$ cat src/rtl/aes_cipher_iter_if.sv
// Block handshake for the iterative AES core: plaintext in, ciphertext out,
// valid/ready on both sides.
interface aes_cipher_iter_if;
  logic         in_valid;
  logic         in_ready;
  logic [0:127] plaintext;
  logic         out_valid;
  logic         out_ready;
  logic [0:127] ciphertext;

  modport master (output in_valid, plaintext, out_ready,
                  input  in_ready, out_valid, ciphertext);
  modport slave  (input  in_valid, plaintext, out_ready,
                  output in_ready, out_valid, ciphertext);
endinterface

$ cat src/rtl/aes_cipher_iter.sv
// Iterative AES encryption: one full round per clock over a 128-bit state
// register, round keys taken live from the externally expanded schedule.
module aes_sbox (
  input  logic [7:0] a,
  output logic [7:0] y
);
  localparam logic [0:2047] TBL = {
    128'h637c777bf26b6fc53001672bfed7ab76, 128'hca82c97dfa5947f0add4a2af9ca472c0,
    128'hb7fd9326363ff7cc34a5e5f171d83115, 128'h04c723c31896059a071280e2eb27b275,
    128'h09832c1a1b6e5aa0523bd6b329e32f84, 128'h53d100ed20fcb15b6acbbe394a4c58cf,
    128'hd0efaafb434d338545f9027f503c9fa8, 128'h51a3408f929d38f5bcb6da2110fff3d2,
    128'hcd0c13ec5f974417c4a77e3d645d1973, 128'h60814fdc222a908846eeb814de5e0bdb,
    128'he0323a0a4906245cc2d3ac629195e479, 128'he7c8376d8dd54ea96c56f4ea657aae08,
    128'hba78252e1ca6b4c6e8dd741f4bbd8b8a, 128'h703eb5664803f60e613557b986c11d9e,
    128'he1f8981169d98e949b1e87e9ce5528df, 128'h8ca1890dbfe6426841992d0fb054bb16};
  assign y = TBL[{a, 3'b000} +: 8];
endmodule

module aes_cipher_iter #(
  parameter int Nk = 4,
  parameter int Nr = 10
) (
  input  logic                     clk,
  input  logic                     rst_n,
  input  logic [0:32*(4*Nr+4)-1]   w,
  aes_cipher_iter_if.slave         io
);
  localparam logic [3:0] LAST = 4'(Nr);

  typedef enum logic [1:0] {IDLE, ROUND, DONE} fsm_e;

  fsm_e         fsm;
  logic [3:0]   rnd;
  logic [0:127] st_q, sb, sr, mc, rkey, nxt;
  logic         in_ready_q, out_valid_q;

  // Nk only documents the key size; the schedule width already encodes it.
  if (Nk != 4 && Nk != 6 && Nk != 8) begin : g_nk_nonstandard
  end

  function automatic logic [7:0] xt(input logic [7:0] b);
    return {b[6:0], 1'b0} ^ (b[7] ? 8'h1b : 8'h00);
  endfunction

  function automatic logic [0:31] mixcol(input logic [0:31] col);
    logic [7:0] a0, a1, a2, a3;
    {a0, a1, a2, a3} = col;
    return {xt(a0) ^ xt(a1) ^ a1 ^ a2 ^ a3,
            a0 ^ xt(a1) ^ xt(a2) ^ a2 ^ a3,
            a0 ^ a1 ^ xt(a2) ^ xt(a3) ^ a3,
            xt(a0) ^ a0 ^ a1 ^ a2 ^ xt(a3)};
  endfunction

  for (genvar i = 0; i < 16; i++) begin : g_lane
    aes_sbox u_sbox (.a(st_q[8*i +: 8]), .y(sb[8*i +: 8]));
  end

  // State is column-major: byte 4c+r sits at row r, column c.
  for (genvar c = 0; c < 4; c++) begin : g_col
    for (genvar r = 0; r < 4; r++) begin : g_row
      assign sr[8*(4*c+r) +: 8] = sb[8*(4*((c+r)%4)+r) +: 8];
    end
    assign mc[32*c +: 32] = mixcol(sr[32*c +: 32]);
  end

  assign rkey = w[128*int'(rnd) +: 128];
  assign nxt  = ((rnd == LAST) ? sr : mc) ^ rkey;

  always_ff @(posedge clk or negedge rst_n) begin
    if (!rst_n) begin
      fsm         <= IDLE;
      rnd         <= '0;
      st_q        <= '0;
      in_ready_q  <= 1'b0;
      out_valid_q <= 1'b0;
    end else begin
      case (fsm)
        IDLE: begin
          if (io.in_valid && in_ready_q) begin
            st_q       <= io.plaintext ^ w[0:127];
            rnd        <= 4'd1;
            in_ready_q <= 1'b0;
            fsm        <= ROUND;
          end else begin
            in_ready_q <= 1'b1;
          end
        end
        ROUND: begin
          st_q <= nxt;
          if (rnd == LAST) begin
            out_valid_q <= 1'b1;
            fsm         <= DONE;
          end else begin
            rnd <= rnd + 4'd1;
          end
        end
        DONE: begin
          // Ready reappears only after the handoff edge, so blocks never overlap.
          if (io.out_ready) begin
            out_valid_q <= 1'b0;
            in_ready_q  <= 1'b1;
            rnd         <= '0;
            fsm         <= IDLE;
          end
        end
        default: fsm <= IDLE;
      endcase
    end
  end

  assign io.in_ready   = in_ready_q;
  assign io.out_valid  = out_valid_q;
  assign io.ciphertext = st_q;
endmodule

$ cat src/flat_wrapper.sv
// flat-port wrapper written by rule: the top's interface ports become plain ports
module aes_cipher_iter_flat 
#(
  parameter int Nk = 4,
  parameter int Nr = 10
)
  (clk, rst_n, w, io_in_valid, io_plaintext, io_out_ready, io_in_ready, io_out_valid, io_ciphertext);
  aes_cipher_iter_if io_i ();
  input  logic clk;
  input  logic rst_n;
  input  logic [0:32*(4*Nr+4)-1] w;
  input wire logic [$bits(io_i.in_valid)-1:0] io_in_valid;
  input wire logic [$bits(io_i.plaintext)-1:0] io_plaintext;
  input wire logic [$bits(io_i.out_ready)-1:0] io_out_ready;
  output wire logic [$bits(io_i.in_ready)-1:0] io_in_ready;
  output wire logic [$bits(io_i.out_valid)-1:0] io_out_valid;
  output wire logic [$bits(io_i.ciphertext)-1:0] io_ciphertext;
  assign io_i.in_valid = io_in_valid;
  assign io_i.plaintext = io_plaintext;
  assign io_i.out_ready = io_out_ready;
  assign io_in_ready = io_i.in_ready;
  assign io_out_valid = io_i.out_valid;
  assign io_ciphertext = io_i.ciphertext;
  aes_cipher_iter #(.Nk(Nk), .Nr(Nr)) u_core (.clk(clk), .rst_n(rst_n), .w(w), .io(io_i));
endmodule
$ cat config.mk
export PLATFORM = sky130hd
export DESIGN_NAME = aes_cipher_iter_flat
export DESIGN_NICKNAME = d
export VERILOG_FILES = /design/src/rtl/aes_cipher_iter_if.sv /design/src/rtl/aes_cipher_iter.sv /design/src/flat_wrapper.sv
export SDC_FILE = /design/constraint.sdc
export NUM_CORES = 2
export LEC_CHECK = 0
export ABC_CLOCK_PERIOD_IN_PS = 8000
export CORE_AREA = 10 10 647 649
export CTS_CLUSTER_DIAMETER = 30
export DETAILED_ROUTE_END_ITERATION = 16
export DIE_AREA = 0 0 657 659
export PLACE_DENSITY = 0.34
export SYNTH_ARGS = -nofsm -noshare
export SYNTH_HDL_FRONTEND = slang
export SYNTH_SLANG_ARGS = --single-unit
export TNS_END_PERCENT = 5
$ cat constraint.sdc
create_clock -name clk -period 8 [get_ports clk]
set_input_delay 1.6 -clock clk [delete_from_list [all_inputs] [get_ports clk]]
set_output_delay 1.6 -clock clk [all_outputs]
set_load 0.005 [all_outputs]
Yosys cells after proc, flatten, opt, wreduce, memory -nomap -nowiden
Cells that the tools add are included.
{"block": "word_totals", "elab_cells": 173, "output_inout_bits": 130, "input_bits": 1540, "ff_bits": 136}
{"block": "classes", "n_eq_ne": 7, "addsub": 1, "muxes": 33, "bitwise": 99, "n_reduce_logical": 11, "shifts": 17}
{"operator": "variable part select 2048 x 12 -> 2049 bit (first input constant)", "n": 16}
{"operator": "variable part select 1408 x 32 -> 1409 bit", "n": 1}
{"operator": "bitwise XOR 8 bit", "n": 80}
{"operator": "2-to-1 mux 128 bit", "n": 2}
{"operator": "case mux 128 bit (2 select lines)", "n": 1}
{"operator": "bitwise XOR 128 bit", "n": 2}
{"operator": "inverter 11 -> 12 bit", "n": 16}
{"operator": "2-to-1 mux 5 bit", "n": 16}
{"operator": "inverter 11 -> 32 bit", "n": 1}
{"operator": "2-to-1 mux 4 bit", "n": 3}
{"operator": "case mux 4 bit (3 select lines)", "n": 1}
{"operator": "2-to-1 mux 2 bit", "n": 3}
{"operator": "case mux 2 bit (3 select lines)", "n": 1}
{"operator": "AND reduction 3 bit", "n": 2}
{"operator": "nonzero test 2 bit", "n": 3}
{"operator": "adder 4 x 1 -> 4 bit (second input constant)", "n": 1}
{"operator": "== test 4 bit (second input constant)", "n": 1}
{"operator": "2-to-1 mux 1 bit", "n": 4}
{"operator": "!= test 2 x 1 -> 1 bit (second input constant)", "n": 2}
{"operator": "!= test 2 bit (second input constant)", "n": 2}
{"operator": "case mux 1 bit (2 select lines)", "n": 2}
{"operator": "AND reduction 2 bit", "n": 2}
{"operator": "AND reduction 4 bit", "n": 1}
{"operator": "nonzero test 3 bit", "n": 1}
{"operator": "4 further kinds", "n": 4}

Longest topological paths before layout
{"block": "logic_depth", "depth_word": 11, "ltp_mapped": 18, "depth_no_buf": 13}

Modules after synthesis
Synthesis repeated with hierarchy kept, for this count alone.
{"block": "hier_totals", "hier_cells": 11810, "hier_area_um2": 82655.5}
{"module": "aes_sbox", "seq_area_each_um2": 0.0, "area_per_inst_um2": 3369.5, "n_inst": 16, "cells_each": 549}
{"module": "aes_cipher_iter", "seq_area_each_um2": 3403.3, "area_per_inst_um2": 28743.8, "n_inst": 1, "cells_each": 3026}

Least setup slack after synthesis
No wires, ideal clock.
{"block": "synth_path", "kind": "reg-to-reg", "from": "reg u_core.st_q, in the netlist u_core.io.ciphertext[46]", "to": "reg u_core.st_q, in the netlist u_core.io.ciphertext[1]", "arrival_time_ps": 4187, "stages_incl_launch_ff": 18, "path_buffers": 4, "setup_time_ps": 141, "synth_period_minus_slack_ps": 4329, "required_time_ps": 7859, "path_slack_ps": 3671, "path_cell_list": "dfrtp_1 > clkbuf_1 > buf_2 > clkbuf_1 > inv_1 > ha_1 > clkbuf_1 > nor2_1 > nor3_1 > a31oi_1 > a22oi_1 > a21oi_1 > mux4_2 > xor2_1 > xnor3_1 > xor2_1 > nor2_1 > o22ai_1"}
{"block": "synth_between", "elab_chain_len": 10}
{"item": "start, declared", "line": "aes_cipher_iter.sv:34", "text": "logic [0:127] st_q, sb, sr, mc, rkey, nxt;"}
{"item": "start signal, assigned", "line": "aes_cipher_iter.sv:80", "text": "st_q <= io.plaintext ^ w[0:127];"}
{"item": "start signal, assigned", "line": "aes_cipher_iter.sv:89", "text": "st_q <= nxt;"}
{"item": "inverter 11 -> 12 bit (implied by the code) *", "line": "aes_cipher_iter.sv:16", "text": "assign y = TBL[{a, 3'b000} +: 8];"}
{"item": "variable part select 2048 x 12 -> 2049 bit *", "line": "aes_cipher_iter.sv:16"}
{"item": "bitwise XOR 8 bit", "line": "aes_cipher_iter.sv:42", "text": "return {b[6:0], 1'b0} ^ (b[7] ? 8'h1b : 8'h00);"}
{"item": "bitwise XOR 8 bit", "line": "aes_cipher_iter.sv:48", "text": "return {xt(a0) ^ xt(a1) ^ a1 ^ a2 ^ a3,"}
{"item": "bitwise XOR 8 bit * (3 in series)", "line": "aes_cipher_iter.sv:48"}
{"item": "2-to-1 mux 128 bit *", "line": "aes_cipher_iter.sv:67", "text": "assign nxt = ((rnd == LAST) ? sr : mc) ^ rkey;"}
{"item": "bitwise XOR 128 bit *", "line": "aes_cipher_iter.sv:67"}
{"item": "case mux 128 bit (2 select lines) *", "line": "aes_cipher_iter.sv:77", "text": "case (fsm)"}
Every way passes the cells marked *; elsewhere a longest branch is shown, timed or not.
A chain may end at the register's enable or synchronous reset.

Worst setup path after layout
{"block": "layout_path", "from": "reg u_core.st_q, in the netlist u_core.io.ciphertext[78]", "to": "reg u_core.st_q, in the netlist u_core.io.ciphertext[54]"}
{"block": "layout_between", "elab_chain_len": 9}
{"item": "inverter 11 -> 12 bit (implied by the code)", "line": "aes_cipher_iter.sv:16"}
{"item": "variable part select 2048 x 12 -> 2049 bit", "line": "aes_cipher_iter.sv:16"}
{"item": "bitwise XOR 8 bit (4 in series)", "line": "aes_cipher_iter.sv:50", "text": "a0 ^ a1 ^ xt(a2) ^ xt(a3) ^ a3,"}
{"item": "2-to-1 mux 128 bit", "line": "aes_cipher_iter.sv:67"}
{"item": "bitwise XOR 128 bit", "line": "aes_cipher_iter.sv:67"}
{"item": "case mux 128 bit (2 select lines)", "line": "aes_cipher_iter.sv:77"}
Every way passes these cells.

==> metrics.log <==
INFO  metric run_status = finished, violations left
INFO  metric violations = capacitance limit
INFO  metric clock_skew = 0.0302 ns
INFO  metric clk_pin_slew_worst_paths = 0.09 ns
INFO  metric r2r.worst_path.cells = 14
INFO  metric number_of_buffers_created_by_cts = 17
INFO  metric final_min_period_over_clock_period = 0.835
INFO  metric cap_violations = 1
INFO  metric final.fill_count = 45200
INFO  metric timing.setup.critical_path_class = reg2reg
INFO  metric gpl.final_weighted_congestion = 1.04
INFO  metric post_cts_setup_buffer_count = 0
INFO  metric route.detailed.wl_per_inst = 45.8 µm
INFO  metric remaining_global_route_overflow = 0
INFO  metric final.setup.tns = 0 ns
INFO  metric die_w = 657 µm
INFO  metric post-route-min-period = 6.68 ns
INFO  metric synthesis.area = 78200 µm²
INFO  metric tightestPinTransition = 1.49 ns
INFO  metric synth-edff-count = 0
INFO  metric htreeDepth = 4
INFO  metric worstSetupStartpointType = flip-flop
INFO  metric number_of_vias_per_cell_after_detailed_routing = 6.10
INFO  metric detail_route.drc_violations = 0
INFO  metric antenna_found_initial = 224
INFO  metric die_area = 433000 µm²
INFO  metric holdPathStages = 2
INFO  metric yosysWarnings = 0
INFO  metric synth.yosys.seq_area_share = 0.0435
INFO  metric critical_path.endpoint_type = flip-flop
INFO  metric crit_chain = clkinv_1, buf_4, ha_1, nor2b_1, o21ai_0, a21oi_1, a2111oi_0, o21ai_0, o32ai_2, xor2_1, xor2_1, xnor2_1, xnor2_1, a221oi_1
INFO  metric multi_input_comb_area = 68600 µm²
INFO  metric final_cell_count_no_fill = 17200
INFO  metric synth_area_per_cell = 7.22 µm²
INFO  metric global_route_wire_length_before_repair = 1020 mm
INFO  metric layout.cells.most_common_list = clkdlybuf4s50_1, a21oi_1, nor2_1
INFO  metric detailedPlacementHpwl = 643 mm
INFO  metric initial_utilization = 0.193
INFO  metric synth.ff_latch_count = 136
INFO  metric post_synth_inst_count = 10800
INFO  metric die_height = 659 µm
INFO  metric hold_violations = 0
INFO  metric drt_iter0_markers = 16700
INFO  metric globalRouteTotalUtil = 0.342
INFO  metric netlist.area_leader.share = 0.143
INFO  metric ctsResizeCount = 0
INFO  metric yosysUniqueCellTypes = 125
INFO  metric clk_path_buf_depth = 2
INFO  metric cp_slowest_cell = a221oi_1
INFO  metric grt_start_max_net_pins = 140
INFO  metric area_growth_syn_to_layout = 27.9%
INFO  metric whs_endpoint = u_core.io.ciphertext[34]$_DFFE_PN0P_
INFO  metric final-seq-area = 3530 µm²
INFO  metric finalSetupViolCount = 0
INFO  metric grt_pass1_vias = 97900
INFO  metric core-area = 405000 µm²
INFO  metric later_pin_clock_latency_in_the_skew_report = 0.59 ns
INFO  metric row_count = 234
INFO  metric cp_slowest_stage_delay = 0.95 ns
INFO  metric number_of_sinks_on_the_clock_net = 136
INFO  metric wl = 788 mm
INFO  metric reg2reg_slack = 1.32 ns
INFO  metric antenna_violating_nets_post_route = 0
INFO  metric max_freq = 150 MHz
INFO  metric nets = 13400
INFO  metric grt_setup_unrepaired = no
INFO  metric hold_path_class = reg2reg
INFO  metric cts.hold.buffers_added = 0
INFO  metric timing.max_slew.rel_slack = 0.00567
INFO  metric worst_ep_arrival_time = 7.07 ns
INFO  metric timing.rr.start = u_core.io.ciphertext[78]$_DFFE_PN0P_
INFO  metric synthDominantAreaCellType = mux4_2
INFO  metric synth-async-reset-ratio = 1.00
INFO  metric final_layout_size_suffix_gt1_frac = 0.108
INFO  metric crit_path_max_fanout = 18
INFO  metric clk_root_buffer_cell = clkbuf_16
INFO  metric synth_ff_type = dfrtp_1
INFO  metric maxSlewViolCount = 0
INFO  metric synth.top_cells.by_area = mux4_2, a21oi_1, xnor2_1
INFO  metric reg2reg_to = u_core.io.ciphertext[54]$_DFFE_PN0P_
INFO  metric synth_fp_nets = 12600
INFO  metric cts_tree = done
INFO  metric min-delay-start = u_core.io.ciphertext[34]$_DFFE_PN0P_
INFO  metric port_buffers = 1669
INFO  metric mostFrequentLayoutCell = clkdlybuf4s50_1
INFO  metric ioPinCount = 1670
INFO  metric numPlacedInstances = 17000
INFO  metric timing.critical_path.required = 8.39 ns
INFO  metric count_of_tritonroute_iterations_in_the_first_routing_pass = 9
INFO  metric via_count = 105000
==> metal layers <==
| metal | global-route usage | up-vias | share of wire |
|---|---|---|---|
| met5 | 0 | - | 0.00098 |
| met4 | 0.214 | 80 | 0.079 |
| met3 | 0.0804 | 1331 | 0.090 |
| met2 | 0.530 | 7549 | 0.44 |
| met1 | 0.426 | 53000 | 0.39 |
| li1 | - | 42900 | - |
==> area by class of cell <==
| cell class | instances | share of cell area |
|---|---|---|
| flip-flops and latches | 136 | 0.0353 |
| clock buffers | 22 | 0.00464 |
| clock inverters | 10 | 0.00121 |
| diodes | 141 | 0.00353 |
| multi-input cells | 9259 | 0.685 |
| well taps | 5428 | 0.0679 |
| inverters | 168 | 0.00630 |
| repair buffers | 2022 | 0.196 |
==> registers in the layout (all words and copies together) (netlist names) <==
name,count
u_core.io.out_valid,1
u_core.fsm,2
u_core.io.in_ready,1
u_core.io.ciphertext,128
u_core.rnd,4
==> synthesized netlist by cell type (86+ instances only) <==
master and count:
buf_1 156, nand2_1 779, o211ai_1 167, nor2b_1 260, a221oi_1 86, o221ai_1 147, mux2i_1 349, a21oi_1 886
xnor2_1 490, o31ai_1 142, ha_1 233, buf_2 379, dfrtp_1 136, a31oi_1 222, nor3_1 337, o311ai_0 134
and2_1 90, nor2_1 872, clkbuf_1 632, a211oi_1 188, xor2_1 327, o21ai_0 836, nand2b_1 318, a311oi_1 136
or2_2 94, mux4_2 497, o22ai_1 302, inv_1 124, nand3_1 304
==> per-stage QoR <==
stage / hold slack (ns) / utilization / area (µm²) / worst slack (ns)
5_1_grt: 0.557 / 0.247 / 99900 / 1.43
2_1_floorplan: 0.490 / - / 78200 / 3.67
6_report: 0.498 / 0.247 / 100000 / 1.32
3_5_place_dp: 0.481 / 0.245 / 99100 / 1.63
4_1_cts: 0.500 / 0.246 / 99700 / 1.62
3_3_place_gp: 0.481 / 0.245 / 99100 / 1.52
==> critical path, delay by kind of cell (launching register included) <==
family,cells,cell delay [ns]
XOR/XNOR,4,1.12
buffers and inverters,2,0.65
adder cells (fa/ha/maj),1,0.66
flip-flops,1,0.59
AND/OR/NAND/NOR,1,0.32
AO/OA/AOI/OAI,6,3.11
==> cell families after synthesis <==
kind of cell,after synthesis,share of synthesized area
AOI/OAI and AO/OA,3915,0.333
xor gates and xnor gates,848,0.0992
adders and majority gates,233,0.0373
buffers and inverters,1438,0.0816
DFF,136,0.0435
muxes,905,0.197
and+or+nand+nor,3358,0.208
==> worst max path at each step <==
stage	startpoint	slack, ns	cells after the start	endpoint
after global placement	u_core.io.ciphertext[78]$_DFFE_PN0P_	1.52	14	u_core.io.ciphertext[54]$_DFFE_PN0P_
after detailed placement	u_core.io.ciphertext[78]$_DFFE_PN0P_	1.63	14	u_core.io.ciphertext[54]$_DFFE_PN0P_
after global routing	u_core.io.ciphertext[78]$_DFFE_PN0P_	1.43	14	u_core.io.ciphertext[54]$_DFFE_PN0P_
after CTS	u_core.io.ciphertext[78]$_DFFE_PN0P_	1.62	14	u_core.io.ciphertext[54]$_DFFE_PN0P_
after floorplan	u_core.io.ciphertext[46]$_DFFE_PN0P_	3.67	17	u_core.io.ciphertext[1]$_DFFE_PN0P_
final	u_core.io.ciphertext[78]$_DFFE_PN0P_	1.32	14	u_core.io.ciphertext[54]$_DFFE_PN0P_
Power is not shown: default switching activity piles up to over one toggle a cycle in this logic, so the estimate is an artifact.
